`src/rtl/mem_txn_fsm_if.sv`:
```
// mem_txn_fsm_if
//   Link between the transaction FSM and the QSPI engine.
//   master modport : mem_txn_fsm side (launches transfers, sinks rx, sources tx)
//   slave modport  : QSPI engine side
//   Signals:
//     qspi_start/rw/addr/len : transfer launch pulse and its parameters
//     qspi_busy              : engine busy, start only honoured when low
//     qspi_rx_valid/data/ready : read bytes engine -> FSM
//     qspi_tx_valid/data/ready : write bytes FSM -> engine
//     qspi_done              : transfer complete pulse
interface mem_txn_fsm_if;
   logic        qspi_start;
   logic        qspi_rw;
   logic [23:0] qspi_addr;
   logic [8:0]  qspi_len;
   logic        qspi_busy;
   logic        qspi_rx_valid;
   logic [7:0]  qspi_rx_data;
   logic        qspi_rx_ready;
   logic        qspi_tx_valid;
   logic [7:0]  qspi_tx_data;
   logic        qspi_tx_ready;
   logic        qspi_done;

   modport master (
      output qspi_start, qspi_rw, qspi_addr, qspi_len,
      output qspi_rx_ready, qspi_tx_valid, qspi_tx_data,
      input  qspi_busy, qspi_rx_valid, qspi_rx_data, qspi_tx_ready, qspi_done
   );

   modport slave (
      input  qspi_start, qspi_rw, qspi_addr, qspi_len,
      input  qspi_rx_ready, qspi_tx_valid, qspi_tx_data,
      output qspi_busy, qspi_rx_valid, qspi_rx_data, qspi_tx_ready, qspi_done
   );
endinterface

```
`src/rtl/mem_txn_fsm.sv`:
```
// mem_txn_fsm
//   Sequences one QSPI transfer per host request. Reads are streamed back
//   to the command port through a one-entry output register; writes are
//   serialised from a snapshot of the write buffer, most significant used
//   byte first. txn_done pulses for one cycle at the end of each request.
//   Ports:
//     clk, rst_n              : clock, asynchronous active-low reset
//     ena, r_w, address_valid,
//     address, length_valid,
//     length                  : request from the command port
//     wr_data, wr_data_valid  : write buffer and its completion strobe
//     out_fsm_ready           : command port accepts a read byte
//     fsm_valid, fsm_data     : read byte toward the command port
//     fsm_ready               : idle, able to accept a request
//     txn_done, txn_err       : completion pulse, sticky error flag
//     qspi                    : QSPI engine link (master side)
module mem_txn_fsm #(
   parameter int unsigned WR_MAX_BYTES     = 32,
   parameter int unsigned WR_DEFAULT_BYTES = 32,
   parameter int unsigned DONE_TIMEOUT     = 1023
) (
   input  logic          clk,
   input  logic          rst_n,
   input  logic          ena,
   input  logic          r_w,
   input  logic          address_valid,
   input  logic [23:0]   address,
   input  logic          length_valid,
   input  logic [8:0]    length,
   input  logic [255:0]  wr_data,
   input  logic          wr_data_valid,
   input  logic          out_fsm_ready,
   output logic          fsm_valid,
   output logic [7:0]    fsm_data,
   output logic          fsm_ready,
   output logic          txn_done,
   output logic          txn_err,
   mem_txn_fsm_if.master qspi
);

   localparam int unsigned TMO_W = $clog2(DONE_TIMEOUT + 1);

   typedef enum logic [2:0] {
      IDLE, WAIT_WDATA, ISSUE, RD_STREAM, WR_STREAM, WAIT_DONE, DONE
   } state_t;

   state_t           state, state_nxt;
   logic [23:0]      addr_q;
   logic             rw_q;
   logic [8:0]       len_q, cnt, cnt_nxt, len_sel, tx_idx;
   logic [TMO_W-1:0] tmo;
   logic [255:0]     snap;
   logic             done_seen, accept, out_free, streaming;
   logic             rx_hs, tx_hs, early_done, tmo_hit;

   // Effective request length: default when no length given, writes clamped.
   always_comb begin
      len_sel = length_valid ? length : 9'(WR_DEFAULT_BYTES);
      if (!r_w && (len_sel > 9'(WR_MAX_BYTES)))
         len_sel = 9'(WR_MAX_BYTES);
   end

   always_comb begin
      accept    = (state == IDLE) && ena && address_valid;
      out_free  = !fsm_valid || out_fsm_ready;
      streaming = (state == RD_STREAM) || (state == WR_STREAM);

      fsm_ready          = (state == IDLE);
      txn_done           = (state == DONE);
      qspi.qspi_start    = (state == ISSUE) && !qspi.qspi_busy;
      qspi.qspi_rw       = rw_q;
      qspi.qspi_addr     = addr_q;
      qspi.qspi_len      = len_q;
      // Rx is accepted on the same edge the output register is popped.
      qspi.qspi_rx_ready = (state == RD_STREAM) && (cnt != len_q) && out_free;
      qspi.qspi_tx_valid = (state == WR_STREAM) && (cnt != len_q);

      rx_hs   = qspi.qspi_rx_valid && qspi.qspi_rx_ready;
      tx_hs   = qspi.qspi_tx_valid && qspi.qspi_tx_ready;
      cnt_nxt = cnt + {8'd0, rx_hs | tx_hs};

      // Byte i comes from buffer byte (len-1-i), counted from the LSB.
      tx_idx            = len_q - 9'd1 - cnt;
      qspi.qspi_tx_data = qspi.qspi_tx_valid ? 8'(snap >> {tx_idx, 3'b000}) : '0;

      // A done pulse during streaming is early unless it coincides with the last byte.
      early_done = qspi.qspi_done && streaming && (cnt_nxt != len_q);
      tmo_hit    = (state == WAIT_DONE) && !qspi.qspi_done && !done_seen &&
                   (tmo == TMO_W'(DONE_TIMEOUT - 1));

      state_nxt = state;
      case (state)
         IDLE:
            if (accept) begin
               if (len_sel == 9'd0) state_nxt = DONE;
               else if (r_w)        state_nxt = ISSUE;
               else                 state_nxt = WAIT_WDATA;
            end
         WAIT_WDATA:
            if (wr_data_valid) state_nxt = ISSUE;
         ISSUE:
            if (!qspi.qspi_busy) state_nxt = rw_q ? RD_STREAM : WR_STREAM;
         RD_STREAM:
            if ((cnt == len_q) && out_free) state_nxt = WAIT_DONE;
         WR_STREAM:
            if (cnt_nxt == len_q) state_nxt = WAIT_DONE;
         WAIT_DONE:
            if (qspi.qspi_done || done_seen || tmo_hit) state_nxt = DONE;
         DONE:
            state_nxt = IDLE;
         default:
            state_nxt = IDLE;
      endcase
   end

   always_ff @(posedge clk or negedge rst_n) begin
      if (!rst_n) state <= IDLE;
      else        state <= state_nxt;
   end

   always_ff @(posedge clk or negedge rst_n) begin
      if (!rst_n) begin
         addr_q    <= '0;
         rw_q      <= 1'b0;
         len_q     <= '0;
         cnt       <= '0;
         tmo       <= '0;
         snap      <= '0;
         fsm_valid <= 1'b0;
         fsm_data  <= '0;
         txn_err   <= 1'b0;
         done_seen <= 1'b0;
      end else begin
         if (accept) begin
            addr_q    <= address;
            rw_q      <= r_w;
            len_q     <= len_sel;
            cnt       <= '0;
            tmo       <= '0;
            txn_err   <= 1'b0;
            done_seen <= 1'b0;
         end
         if ((state == WAIT_WDATA) && wr_data_valid)
            snap <= wr_data;
         if (rx_hs || tx_hs)
            cnt <= cnt_nxt;
         if (state == RD_STREAM) begin
            if (rx_hs) begin
               fsm_data  <= qspi.qspi_rx_data;
               fsm_valid <= 1'b1;
            end else if (out_fsm_ready) begin
               fsm_valid <= 1'b0;
            end
         end
         // Remember a done seen while still streaming so WAIT_DONE does not miss it.
         if (qspi.qspi_done && streaming)
            done_seen <= 1'b1;
         if (early_done || tmo_hit)
            txn_err <= 1'b1;
         if (state == WAIT_DONE)
            tmo <= tmo + 1'b1;
      end
   end

endmodule

```
`src/flat_wrapper.sv`:
```
// flat-port wrapper written by rule: the top's interface ports become plain ports
module mem_txn_fsm_flat 
#(
   parameter int unsigned WR_MAX_BYTES     = 32,
   parameter int unsigned WR_DEFAULT_BYTES = 32,
   parameter int unsigned DONE_TIMEOUT     = 1023
)
  (clk, rst_n, ena, r_w, address_valid, address, length_valid, length, wr_data, wr_data_valid, out_fsm_ready, fsm_valid, fsm_data, fsm_ready, txn_done, txn_err, qspi_qspi_start, qspi_qspi_rw, qspi_qspi_addr, qspi_qspi_len, qspi_qspi_rx_ready, qspi_qspi_tx_valid, qspi_qspi_tx_data, qspi_qspi_busy, qspi_qspi_rx_valid, qspi_qspi_rx_data, qspi_qspi_tx_ready, qspi_qspi_done);
  mem_txn_fsm_if qspi_i ();
  input  logic clk;
  input  logic rst_n;
  input  logic ena;
  input  logic r_w;
  input  logic address_valid;
  input  logic [23:0] address;
  input  logic length_valid;
  input  logic [8:0] length;
  input  logic [255:0] wr_data;
  input  logic wr_data_valid;
  input  logic out_fsm_ready;
  output logic fsm_valid;
  output logic [7:0] fsm_data;
  output logic fsm_ready;
  output logic txn_done;
  output logic txn_err;
  output wire logic [$bits(qspi_i.qspi_start)-1:0] qspi_qspi_start;
  output wire logic [$bits(qspi_i.qspi_rw)-1:0] qspi_qspi_rw;
  output wire logic [$bits(qspi_i.qspi_addr)-1:0] qspi_qspi_addr;
  output wire logic [$bits(qspi_i.qspi_len)-1:0] qspi_qspi_len;
  output wire logic [$bits(qspi_i.qspi_rx_ready)-1:0] qspi_qspi_rx_ready;
  output wire logic [$bits(qspi_i.qspi_tx_valid)-1:0] qspi_qspi_tx_valid;
  output wire logic [$bits(qspi_i.qspi_tx_data)-1:0] qspi_qspi_tx_data;
  input wire logic [$bits(qspi_i.qspi_busy)-1:0] qspi_qspi_busy;
  input wire logic [$bits(qspi_i.qspi_rx_valid)-1:0] qspi_qspi_rx_valid;
  input wire logic [$bits(qspi_i.qspi_rx_data)-1:0] qspi_qspi_rx_data;
  input wire logic [$bits(qspi_i.qspi_tx_ready)-1:0] qspi_qspi_tx_ready;
  input wire logic [$bits(qspi_i.qspi_done)-1:0] qspi_qspi_done;
  assign qspi_qspi_start = qspi_i.qspi_start;
  assign qspi_qspi_rw = qspi_i.qspi_rw;
  assign qspi_qspi_addr = qspi_i.qspi_addr;
  assign qspi_qspi_len = qspi_i.qspi_len;
  assign qspi_qspi_rx_ready = qspi_i.qspi_rx_ready;
  assign qspi_qspi_tx_valid = qspi_i.qspi_tx_valid;
  assign qspi_qspi_tx_data = qspi_i.qspi_tx_data;
  assign qspi_i.qspi_busy = qspi_qspi_busy;
  assign qspi_i.qspi_rx_valid = qspi_qspi_rx_valid;
  assign qspi_i.qspi_rx_data = qspi_qspi_rx_data;
  assign qspi_i.qspi_tx_ready = qspi_qspi_tx_ready;
  assign qspi_i.qspi_done = qspi_qspi_done;
  mem_txn_fsm #(.WR_MAX_BYTES(WR_MAX_BYTES), .WR_DEFAULT_BYTES(WR_DEFAULT_BYTES), .DONE_TIMEOUT(DONE_TIMEOUT)) u_core (.clk(clk), .rst_n(rst_n), .ena(ena), .r_w(r_w), .address_valid(address_valid), .address(address), .length_valid(length_valid), .length(length), .wr_data(wr_data), .wr_data_valid(wr_data_valid), .out_fsm_ready(out_fsm_ready), .fsm_valid(fsm_valid), .fsm_data(fsm_data), .fsm_ready(fsm_ready), .txn_done(txn_done), .txn_err(txn_err), .qspi(qspi_i));
endmodule
```
`config.mk`:
```
export PLATFORM = sky130hd
export DESIGN_NAME = mem_txn_fsm_flat
export DESIGN_NICKNAME = d
export VERILOG_FILES = /design/src/rtl/mem_txn_fsm_if.sv /design/src/rtl/mem_txn_fsm.sv /design/src/flat_wrapper.sv
export SDC_FILE = /design/constraint.sdc
export NUM_CORES = 1
export LEC_CHECK = 0
export CAP_MARGIN = 10
export CORE_ASPECT_RATIO = 0.6
export CORE_UTILIZATION = 40
export DETAILED_ROUTE_END_ITERATION = 7
export HOLD_SLACK_MARGIN = 0.05
export PLACE_DENSITY = 0.67
export SYNTH_ARGS = -nofsm -noshare
export SYNTH_HDL_FRONTEND = slang
export SYNTH_SLANG_ARGS = --single-unit
export TNS_END_PERCENT = 5
```
`constraint.sdc`:
```
create_clock -name clk -period 4.2 [get_ports clk]
set_input_delay 1.05 -clock clk [delete_from_list [all_inputs] [get_ports clk]]
set_output_delay 1.05 -clock clk [all_outputs]
set_load 0.02 [all_outputs]
```
# After elaboration in Yosys (flattened, before gate mapping)
# Index checks and enable logic that the tools add are counted.
[word_totals]
ff_bits = 323
[op_classes]
add_sub_neg = 4
order_cmp = 1
n_eq_ne = 17
shifts = 1
n_mux = 22
bitwise = 1
n_reduce_logical = 37
[op_table]
columns = ["cell", "n"]
rows = [
  ["$shr A256 B12 Y8", 1],
  ["$mux W9", 4],
  ["$mux W3", 8],
  ["$mux W10", 2],
  ["$eq A9 B9 Y1", 2],
  ["$ne A9 B9 Y1", 2],
  ["$pmux W3 S6", 1],
  ["$logic_and A1 B1 Y1", 16],
  ["$add A10 B1 Y10 const B", 1],
  ["$eq A10 B10 Y1 const B", 1],
  ["$ne A2 B2 Y1 const B", 5],
  ["$reduce_bool A2 Y1", 5],
  ["$add A9 B1 Y9", 1],
  ["$eq A3 B3 Y1 const B", 3],
  ["$gt A9 B6 Y1 const B", 1],
  ["$logic_not A9 Y1", 1],
  ["$sub A9 B1 Y9 const B", 1],
  ["$sub A9 B9 Y9", 1],
  ["$mux W8", 1],
  ["$eq A3 B2 Y1 const B", 2],
  ["$logic_or A1 B1 Y1", 6],
  ["$reduce_and A6 Y1", 1],
  ["$logic_not A1 Y1", 5],
  ["$mux W1", 5],
  ["6 further kinds", 7],
]

# Logic depth before layout (Yosys ltp)
[depth]
ltp_word = 10
ltp_mapped = 16
mapped_depth_nobuf = 14

# Least setup slack after synthesis
# No wires, ideal clock.
[synth_timing]
kind = "register -> output"
from = "reg u_core.len_q[0] (netlist: u_core.qspi.qspi_len[0])"
to = "out qspi_qspi_tx_data[6]"
arrival_time_ns = 2.727
setup_slack_ns = 0.423
stages_incl_launch_ff = 10
path_buffers = 2
path_cell_list = "dfrtp_1 > ha_1 > inv_1 > fa_1 > buf_2 > clkbuf_1 > mux4_2 > nand2_1 > a32o_1 > nor3_1"
[synth_between]
elab_chain_len = 4
word_cells_on_any_way = 6
cone_classes = "2 x add/sub; 1 x eq/ne; 1 x shift; 1 x mux; 1 x reduce/logical"
[synth_rtl]
columns = ["element", "line", "source"]
rows = [
  ["start, declared", "mem_txn_fsm.sv:50", "logic [8:0] len_q, cnt, cnt_nxt, len_sel, tx_idx;"],
  ["start signal, assigned", "mem_txn_fsm.sv:137", "len_q <= len_sel;"],
  ["$sub A9 B1 Y9", "mem_txn_fsm.sv:83", "tx_idx = len_q - 9'd1 - cnt;"],
  ["$sub A9 B9 Y9", "mem_txn_fsm.sv:83", ""],
  ["$shr A256 B12 Y8", "mem_txn_fsm.sv:84", "qspi.qspi_tx_data = qspi.qspi_tx_valid ? 8'(snap >> {tx_idx, 3'b000}) : '0;"],
  ["$mux W8 *", "mem_txn_fsm.sv:84", ""],
  ["end, declared", "flat_wrapper.sv:32", "output wire logic [$bits(qspi_i.qspi_tx_data)-1:0] qspi_qspi_tx_data;"],
]
# Every way passes the cells marked *; elsewhere a longest branch is shown, timed or not.

# Final worst setup path
[layout_timing]
from = "reg u_core.cnt[0]"
to = "out qspi_qspi_tx_data[6]"
[layout_between]
elab_chain_len = 3
word_cells_on_any_way = 5
cone_classes = "1 x add/sub; 1 x eq/ne; 1 x shift; 1 x mux; 1 x reduce/logical"
[layout_rtl]
columns = ["element", "line", "source"]
rows = [
  ["start, declared", "mem_txn_fsm.sv:50", ""],
  ["start signal, assigned", "mem_txn_fsm.sv:146", "cnt <= cnt_nxt;"],
  ["$sub A9 B9 Y9 or $ne A9 B9 Y1 (tied branches)", "mem_txn_fsm.sv:83, mem_txn_fsm.sv:76", ""],
  ["$shr A256 B12 Y8 or $logic_and A1 B1 Y1 (tied branches)", "mem_txn_fsm.sv:84, mem_txn_fsm.sv:76", ""],
  ["$mux W8 *", "mem_txn_fsm.sv:84", ""],
]
# Marked as above.

==> qor.txt <==
=================================================================================
Status                                                               complete, but fails checks
Violated checks                                                      setup timing
Met2 demand-to-capacity share in global routing                            34.11%
Post-placement worst setup slack                                      -0.04441 ns
Worst Hold Margin                                                       0.3883 ns
Sequential share of the synthesized area                                   53.09%
Initial standard-cell utilization of the core                              41.27%
Synth Register Bits                                                           323
Placed wire-length estimate                                              35.43 mm
Period minus WS final                                                    4.339 ns
Chip width                                                               253.9 um
Number of clock buffers inserted by TritonCTS                                  31
Slew of the pin with the lowest slew margin                             0.6751 ns
Global-route layer with the greatest usage                                   met1
Clock sink count                                                              323
DRT iter0 DRCs                                                                770
Initial antenna violation count                                                 6
Number of rows created at floorplan                                            54
Maximum achievable frequency                                           0.2305 GHz
Clock buffer depth                                                              3
GRT Overall Usage                                                          24.33%
Share of the cycle needed by the critical path after routing               103.3%
Total global routing overflow                                                   0
Vias in the first global route                                              11260
Global routing met3 resource utilization                                   5.790%
Filler cell count                                                            2966
Pin count of the biggest net entering global routing                          100
Routed wirelength normalized by instance count                           23.03 um
Number of detailed-routing iterations run before antenna repair                 5
Placer's final routability congestion estimate                             0.9129
End-of-flow core utilization                                               57.29%
H-tree levels                                                                   1
Final Hold Fails                                                                0
Count of buffers from port buffering                                          365
Floorplan die height                                                     153.1 um
Post-Syn Area per Cell                                                13.75 sq um
Total number of vias                                                        10970
Library cells used by synthesis                                                62
Number of standard cells after synthesis                                     1107
Net count reported at finish                                                 1827
Max-slew headroom                                                          54.99%
CTS root buffer                                                      sky130_fd_sc_hd__clkbuf_16
Pwr Total                                                                18.72 mW
Pwr dens                                                             885.8 nW/um^2
Primary flip-flop cell chosen by synthesis mapping                   sky130_fd_sc_hd__dfrtp_1
Clock slew seen by the registers of the worst setup and hold paths        0.07 ns
Non-Filler Instances                                                         2038
Wire length of the first global-routing pass                             70.94 mm
Placeable core region                                                 36890 sq um
Worst Setup Slack, final                                               -0.1387 ns
Maximum vdd drop                                                        0.5031 mV
Unrepaired setup endpoints after global routing                               yes
Die Footprint                                                         38870 sq um
Post-route clock skew                                                  0.02848 ns
Netlist area before placement                                         15220 sq um
Clock latency on the worst-skew pair                                      0.59 ns
Number of flops mapped to enable cells by yosys                                 0
Final-report setup violation count                                              8
Placed cell count                                                            1968
Cell leakage power                                                       8.808 nW
Ports placed on the boundary                                                  366
Maximum fanout along the worst path                                             8
Remaining design rule violation count                                           0
Average via count per standard cell                                         5.382
Worst setup EP type                                                   output port
Arrival time of the worst setup path                                      3.29 ns
Number of max-capacitance violations reported                                   0
Data required time of the worst path                                      3.15 ns
Total Routed Length                                                      46.93 mm
Slew Limit Fails                                                                0
Setup CP Type                                                             reg2out
Share of layout cells above drive strength 1                               32.13%
Met1 GRT Util                                                              37.21%
Area Growth Syn to Fin                                                     38.81%
Async set or reset register ratio after synthesis                          100.0%
Net count of the mapped netlist                                              1430
Synth warn                                                                      0
CTS tree                                                                      yes
Count of antenna-violating nets left after detailed routing                     0
Worst Setup Start Kind                                                       flop
Worst min path class                                                     in2async
Hold buffer count at CTS                                                        0
=================================================================================
-- area by class of cell --
cell class	instances	area, sq um	area share, %
antenna	6	15.01	0.07104
clock buffer	47	945.9	4.476
clock inverter	10	103.9	0.4914
inverter	20	82.58	0.3907
multi-input combinational	703	6904	32.67
sequential	323	8083	38.25
tap	504	630.6	2.984
timing repair buffer	425	4369	20.67
-- cell usage in the layout (no fill, tap or decap), types with 8 or more instances in the layout --
cell type | synthesis | layout
sky130_fd_sc_hd__a21oi_1 | 10 | 10
sky130_fd_sc_hd__a32o_1 | 16 | 9
sky130_fd_sc_hd__buf_12 | 1 | 19
sky130_fd_sc_hd__buf_4 | 12 | 47
sky130_fd_sc_hd__clkbuf_16 | 0 | 31
sky130_fd_sc_hd__clkbuf_8 | 0 | 11
sky130_fd_sc_hd__clkdlybuf4s50_1 | 0 | 355
sky130_fd_sc_hd__dfrtp_1 | 323 | 323
sky130_fd_sc_hd__ha_1 | 13 | 11
sky130_fd_sc_hd__inv_1 | 19 | 17
sky130_fd_sc_hd__mux2_2 | 264 | 264
sky130_fd_sc_hd__mux2i_1 | 17 | 9
sky130_fd_sc_hd__mux4_2 | 64 | 64
sky130_fd_sc_hd__nand2_1 | 131 | 130
sky130_fd_sc_hd__nand3_1 | 15 | 15
sky130_fd_sc_hd__nor2_1 | 17 | 17
sky130_fd_sc_hd__nor3_2 | 0 | 8
sky130_fd_sc_hd__o21ai_0 | 34 | 34
sky130_fd_sc_hd__xnor2_1 | 12 | 11
sky130_fd_sc_hd__xor2_1 | 8 | 8
-- sequential cells by signal, indices dropped and copies added, names as in the netlist --
signal,flops
u_core.state,3
u_core.fsm_valid,1
u_core.txn_err,1
u_core.snap,256
u_core.qspi.qspi_rw,1
u_core.qspi.qspi_len,9
u_core.cnt,9
u_core.qspi.qspi_addr,24
u_core.fsm_data,8
u_core.done_seen,1
u_core.tmo,10
-- final timing paths --
path	startpoint	to	slack, ns	cells after the start
max	u_core.cnt[0]	qspi_qspi_tx_data[6]	-0.14	11
min	rst_n	u_core.snap[69]	0.39	1
max reg2reg	u_core.cnt[5]	u_core.txn_err	0.44	14
min reg2reg	u_core.qspi.qspi_addr[23]	u_core.qspi.qspi_addr[23]	0.47	2
max in group asynchronous	rst_n	u_core.fsm_data[1]	2.88	2
min in group clk	u_core.qspi.qspi_addr[23]	u_core.qspi.qspi_addr[23]	0.47	2
-- synth_stat cells, types with 6 or more instances --
| cell | count | area, sq um |
|---|---|---|
| sky130_fd_sc_hd__xor2_1 | 8 | 70.07 |
| sky130_fd_sc_hd__mux2_2 | 264 | 2973 |
| sky130_fd_sc_hd__clkbuf_1 | 12 | 45.04 |
| sky130_fd_sc_hd__a21oi_1 | 10 | 50.05 |
| sky130_fd_sc_hd__ha_1 | 13 | 162.7 |
| sky130_fd_sc_hd__nand2_1 | 131 | 491.7 |
| sky130_fd_sc_hd__nand4_1 | 7 | 43.79 |
| sky130_fd_sc_hd__nand3_1 | 15 | 75.07 |
| sky130_fd_sc_hd__inv_1 | 19 | 71.32 |
| sky130_fd_sc_hd__a32o_1 | 16 | 160.2 |
| sky130_fd_sc_hd__buf_2 | 34 | 170.2 |
| sky130_fd_sc_hd__nand2b_1 | 6 | 37.54 |
| sky130_fd_sc_hd__dfrtp_1 | 323 | 8083 |
| sky130_fd_sc_hd__nor3_1 | 13 | 65.06 |
| sky130_fd_sc_hd__buf_4 | 12 | 90.09 |
| sky130_fd_sc_hd__mux4_2 | 64 | 1441 |
| sky130_fd_sc_hd__o21ai_0 | 34 | 170.2 |
| sky130_fd_sc_hd__xnor2_1 | 12 | 105.1 |
| sky130_fd_sc_hd__nor2_1 | 17 | 63.81 |
| sky130_fd_sc_hd__mux2i_1 | 17 | 170.2 |
-- metal layers --
layer  share of wire, %  wire [um]
met1                 48      22320
met2                 43      20080
met3                7.0       3289
met4                2.6       1241
met5                  0          0
-- timing repair --
action / 4_1_cts / 5_1_grt
buffers inserted: 5 / 0
pin swaps: 8 / 8
endpoints found under the setup margin: 9 / 9
cloned: 4 / 0
gates resized for setup: 76 / 14
-- power breakdown --
group	switching, mW	internal (mW)
Sequential	1.04	4.63
Combinational	4.57	5.57
Clock	1.24	1.67
-- cells by family after synthesis --
kind of cell             synth area share [%]
adder cells (fa/ha/maj)                 1.200
flip-flops                              53.09
AND/OR/NAND/NOR                         6.632
XOR/XNOR                                1.257
AO/OA/AOI/OAI                           4.882
multiplexers                            30.21
buffers and inverters                   2.728
-- through the flow --
step	instance area (sq um)	TNS, ns
global route	21130	-1.469
global placement	19810	0
CTS	21110	-1.671
floorplan	15220	0
detailed placement	19810	-0.1687
finish	21130	-0.7632
-- critical path, stage by stage (launching register included) --
cell and delay, ns:
sky130_fd_sc_hd__dfrtp_1 0.39, sky130_fd_sc_hd__inv_2 0.08, sky130_fd_sc_hd__ha_4 0.13, sky130_fd_sc_hd__inv_2 0.03
sky130_fd_sc_hd__fa_4 0.83, sky130_fd_sc_hd__buf_12 0.16, sky130_fd_sc_hd__buf_12 0.14, sky130_fd_sc_hd__mux4_2 0.33
sky130_fd_sc_hd__mux2i_2 0.22, sky130_fd_sc_hd__a32o_2 0.17, sky130_fd_sc_hd__nor3_2 0.05, sky130_fd_sc_hd__buf_4 0.16
Note: power is estimated with default switching activity, not from simulation.
